--- config.mk ---
export PLATFORM = sky130hd
export DESIGN_NAME = w_seq_tx
export DESIGN_NICKNAME = d
export VERILOG_FILES = /design/src/rtl/w_seq_tx.sv
export SDC_FILE = /design/constraint.sdc
export NUM_CORES = 1
export LEC_CHECK = 0
export BUFFER_PORTS_ARGS = -buffer_cell sky130_fd_sc_hd__buf_2
export CAP_MARGIN = 20
export CORE_ASPECT_RATIO = 0.9
export CORE_MARGIN = 8
export CORE_UTILIZATION = 48
export DETAILED_ROUTE_END_ITERATION = 10
export PLACE_DENSITY_LB_ADDON = 0.08
export RECOVER_POWER = 100
export SLEW_MARGIN = 25
export SYNTH_ARGS = -nofsm -noshare
export SYNTH_HDL_FRONTEND = slang
export SYNTH_SLANG_ARGS = --single-unit
--- constraint.sdc ---
create_clock -name clk -period 2.4 [get_ports clk]
set_input_delay 0.12 -clock clk [delete_from_list [all_inputs] [get_ports clk]]
set_output_delay 0.12 -clock clk [all_outputs]
set_load 0.02 [all_outputs]
--- src/rtl/w_seq_tx.sv ---
// Run-length transmitter for the detector's w line.
// Each command drives w high for LEN cycles and then low for at least GAP_MIN cycles.
module w_seq_tx #(
    parameter int CNT_W   = 8,
    parameter int GAP_MIN = 1
) (
    input  logic             clk,
    input  logic             clr,
    input  logic             req_valid,
    output logic             req_ready,
    input  logic [CNT_W-1:0] req_len,
    input  logic [CNT_W-1:0] req_gap,
    input  logic             abort,
    output logic             w,
    output logic             busy,
    output logic             done
);

    typedef enum logic [1:0] {IDLE, HIGH, GAP} state_t;

    localparam logic [CNT_W-1:0] GAP_MIN_C = CNT_W'(GAP_MIN);
    localparam logic [CNT_W-1:0] ONE_C     = CNT_W'(1);

    state_t           state_q, state_d;
    logic [CNT_W-1:0] cnt_q, cnt_d;
    logic [CNT_W-1:0] gap_q, gap_d;
    logic             w_q, w_d;
    logic             busy_q, busy_d;
    logic             done_q, done_d;

    logic             last_gap;
    logic             accept;
    logic [CNT_W-1:0] g_eff;

    always_comb begin
        last_gap  = (state_q == GAP) && (cnt_q == ONE_C);
        req_ready = ((state_q == IDLE) || last_gap) && !abort;
        accept    = req_valid && req_ready;
        g_eff     = (req_gap < GAP_MIN_C) ? GAP_MIN_C : req_gap;

        state_d = state_q;
        cnt_d   = cnt_q;
        gap_d   = gap_q;

        case (state_q)
            IDLE, GAP: begin
                if (state_q == GAP && !last_gap) begin
                    cnt_d = cnt_q - ONE_C;
                end else if (accept) begin
                    // A new command in the last gap cycle chains with no idle bubble.
                    gap_d = g_eff;
                    if (req_len != '0) begin
                        state_d = HIGH;
                        cnt_d   = req_len;
                    end else begin
                        state_d = GAP;
                        cnt_d   = g_eff;
                    end
                end else begin
                    state_d = IDLE;
                    cnt_d   = '0;
                end
            end
            HIGH: begin
                if (abort) begin
                    state_d = GAP;
                    cnt_d   = GAP_MIN_C;
                end else if (cnt_q == ONE_C) begin
                    state_d = GAP;
                    cnt_d   = gap_q;
                end else begin
                    cnt_d = cnt_q - ONE_C;
                end
            end
            default: begin
                state_d = IDLE;
                cnt_d   = '0;
            end
        endcase

        if (clr) begin
            state_d = IDLE;
            cnt_d   = '0;
            gap_d   = '0;
        end

        // Outputs are decoded from the next state so they leave the flops glitch-free.
        w_d    = (state_d == HIGH);
        busy_d = (state_d != IDLE);
        done_d = (state_d == GAP) && (cnt_d == ONE_C);
    end

    always_ff @(posedge clk) begin
        if (clr) begin
            state_q <= IDLE;
            cnt_q   <= '0;
            gap_q   <= '0;
            w_q     <= 1'b0;
            busy_q  <= 1'b0;
            done_q  <= 1'b0;
        end else begin
            state_q <= state_d;
            cnt_q   <= cnt_d;
            gap_q   <= gap_d;
            w_q     <= w_d;
            busy_q  <= busy_d;
            done_q  <= done_d;
        end
    end

    assign w    = w_q;
    assign busy = busy_q;
    assign done = done_q;

endmodule

==> metrics.txt <==
CTS clk-pin slew, worst paths=0.10 ns; cell type with the highest aggregate area in the netlist=dfxtp_1; pre-CTS setup slack=-0.0142 ns; via count of the routed design=1,159; compound-gate portion of the synthesized area=18.5%; number of non-filler instances in the completed layout=206; ratio of routed vias to standard cells=5.63; clk_lat worst skew=0.30 ns; synthesis warning total=0; register bit total from synthesis=21; final antenna diode count=0; area added between synthesis and finish=25.4%; via count of the first global-routing pass=between 1,000 and 1,500; depth of the CTS H-tree=1; clock root cell=clkbuf_4; Max-Cap Viols=0; fraction of the mapped netlist area in simple logic gates=27.3%; Max VDD drop=roughly 0.38 mV; element type at the critical path start=flop; part of the cycle the worst path needs=approximately 96%; Port Buffers=23; cell area after synthesis=roughly 0.0012 mm²; core region area=0.00238 mm²; detailed router's first-iteration violation count=49; global-route wire length before repair=4840 µm; Filler Cells Inserted=roughly 220; total wirelength of the detailed-routed design=3070 µm; initial standard-cell utilization of the core=approximately half; Slew Viols, Final=0; highest attainable clock frequency=432 MHz; XOR/XNOR Fraction of Synth Area=4.51%; clock skew=~0.0056 ns; overall overflow remaining after global route=0; Synth top area share=between 30% and 40%; Area contributors post-synth=dfxtp_1 36%, nor2_1 11%, mux2i_1 7.7%; transition time at the pin with the least slew margin=about 0.46 ns; half-perimeter wire length of the detailed placement result=2410 µm; GPL Wtd Cong=0.858; antenna violations before repair=0; RSZ-0062 raised after global routing=no; die area=0.00426 mm²; Die Span Y=62.8 µm; pwr dens=541 mW/mm²; total nets after synthesis=approximately 170; GRT Overall Usage=14.0%; sequential share of the synthesized area=36.1%; Critical Path AT=2.50 ns; standard-cell row count=17; antenna-violating nets left=0; worst-path fanout max=7; final hold violations=0; total clock sinks=21; required arrival time at the worst endpoint=2.58 ns; Setup CP Type=reg -> reg; top library cells by usage in the layout, fill and taps aside=34 x nor2_1, 19 x dfxtp_1, 19 x buf_2; post-layout total power=792 µW; worst hold path type=in -> reg; relative slew slack=between 60% and 70%; status=finished clean; total CTS buffers=3; most common cell after layout, fill and taps aside=nor2_1; mean instance size in the synthesized netlist=8.10 µm²; Worst Setup Slack, final=0.0842 ns; count of boundary I/O pins=24; maximum number of pins on one net before global-route repair=21; Distinct cells, synth=37; number of detailed-routing iterations run before antenna repair=4; x dimension of the die=68.0 µm; shortest clock period the worst path allows after layout=between 2 and 2.5 ns; ratio of cells with drive above 1 in the final layout=25.3%; WL per Instance=between 10 and 15 µm; DRC violation count after routing=0; mux share of post-synthesis cell area=7.73%; leakage power of the design=0.639 nW; adder-cell share of the synthesized area=2.15%; total negative slack for setup checks=0 ns; number of placed instances, taps included=199; main combinational cell family by area after synthesis=simple AND/OR/NAND/NOR gates; kind of end point of the critical path=flop; final setup violating endpoints=0; post-route core utilization=about 61%; cell count after synthesis=144; Max Root-Sink Buffers=2; CTS tree=done; number of nets at the end of the flow=201
==> sequential cells by signal (all words and copies together), names as in the netlist <==
signal and count:
cnt_q 8, gap_q 8, state_q 2, busy 1, done 1, w 1
==> where the power goes <==
| part | internal, mW | switching (mW) | leakage [nW] |
|---|---|---|---|
| clock network | 0.0647 | 0.0972 | 0.0150 |
| registers | 0.371 | 0.0196 | 0.172 |
| logic | 0.112 | 0.127 | 0.451 |
==> worst paths after layout <==
check | start | end | slack, ns | cells after the start
max reg2reg | cnt_q[3] | gap_q[4] | 0.08 | 6
min | req_gap[1] | gap_q[1] | 0.09 | 3
max | cnt_q[3] | gap_q[4] | 0.08 | 6
min reg2reg | gap_q[5] | gap_q[5] | 0.53 | 2
==> logic make-up (layout without fill, tap and decap cells) <==
| kind of cell | count (synthesis) | count (layout) |
|---|---|---|
| AO/OA/AOI/OAI | 31 | 31 |
| adder cells (fa/ha/maj) | 2 | 2 |
| XOR/XNOR | 6 | 6 |
| AND/OR/NAND/NOR | 64 | 64 |
| flip-flops | 21 | 21 |
| buffers and inverters | 11 | 45 |
| multiplexers | 9 | 9 |
==> stage by stage <==
stage / instance area (µm²) / hold slack (ns)
floorplan: 1170 / 0.264
global placement: 1360 / 0.395
detailed placement: 1360 / 0.396
CTS: 1400 / 0.0877
global route: 1460 / 0.100
finish: 1460 / 0.0872
==> synth_stat cells <==
| library cell | count |
|---|---|
| nor3_1 | 6 |
| dfxtp_1 | 21 |
| or3b_2 | 1 |
| nor2_1 | 35 |
| o22ai_1 | 1 |
| inv_1 | 6 |
| or3_1 | 1 |
| o21ai_0 | 3 |
| and4b_1 | 1 |
| xor2_1 | 3 |
| clkbuf_1 | 2 |
| ha_1 | 2 |
| o41ai_1 | 1 |
| nand2b_1 | 1 |
| a2bb2oi_1 | 1 |
| a31oi_1 | 3 |
| xnor2_1 | 3 |
| nor3b_2 | 1 |
| o221a_2 | 1 |
| o21a_1 | 1 |
| nor4_1 | 4 |
| nand3_1 | 1 |
| a211oi_2 | 1 |
| nand3b_1 | 2 |
| mux2i_1 | 9 |
| o221ai_1 | 1 |
| nand2_1 | 5 |
| a211oi_1 | 5 |
| a221oi_1 | 3 |
| or4b_1 | 1 |
| buf_2 | 3 |
| or4_4 | 1 |
| o32ai_1 | 1 |
| nor2b_1 | 1 |
| a21oi_1 | 9 |
| or2_1 | 1 |
| or4_1 | 2 |
==> final cells by class <==
| class | instances | area, µm² | area share [%] |
|---|---|---|---|
| Clock buffer | 4 | 26.3 | 1.80 |
| Inverter | 6 | 22.5 | 1.54 |
| Multi-Input combinational cell | 112 | 731 | 50.0 |
| Sequential cell | 21 | 423 | 28.9 |
| Tap cell | 28 | 35.0 | 2.40 |
| Timing Repair Buffer | 35 | 225 | 15.4 |
==> timing repair <==
action | CTS | global route
endpoints found under the setup margin | 3 | 15
endpoints found under the hold margin | 0 | 0
hold buffers | 0 | 0
setup buffers | 0 | 2
gates resized for setup | 2 | 12
cloned | 0 | 1
pin swaps | 0 | 7
==> layer usage <==
layer | routed length [µm] | track usage (%) | up-vias
met1 | 1460 | 18.0 | 524
met4 | 35 | 5.37 | 0
met2 | 1380 | 21.7 | 42
met5 | 0 | 0 | -
met3 | 190 | 3.23 | 5
li1 | - | - | 588
==> critical path: stages, from the launching register on <==
cell and delay (ns):
dfxtp_2 0.35, or4_4 0.58, o21a_1 0.23, or4b_4 0.61
clkbuf_16 0.20, mux2i_1 0.18, nor2_1 0.05
Power figures use the tool's default switching activity.
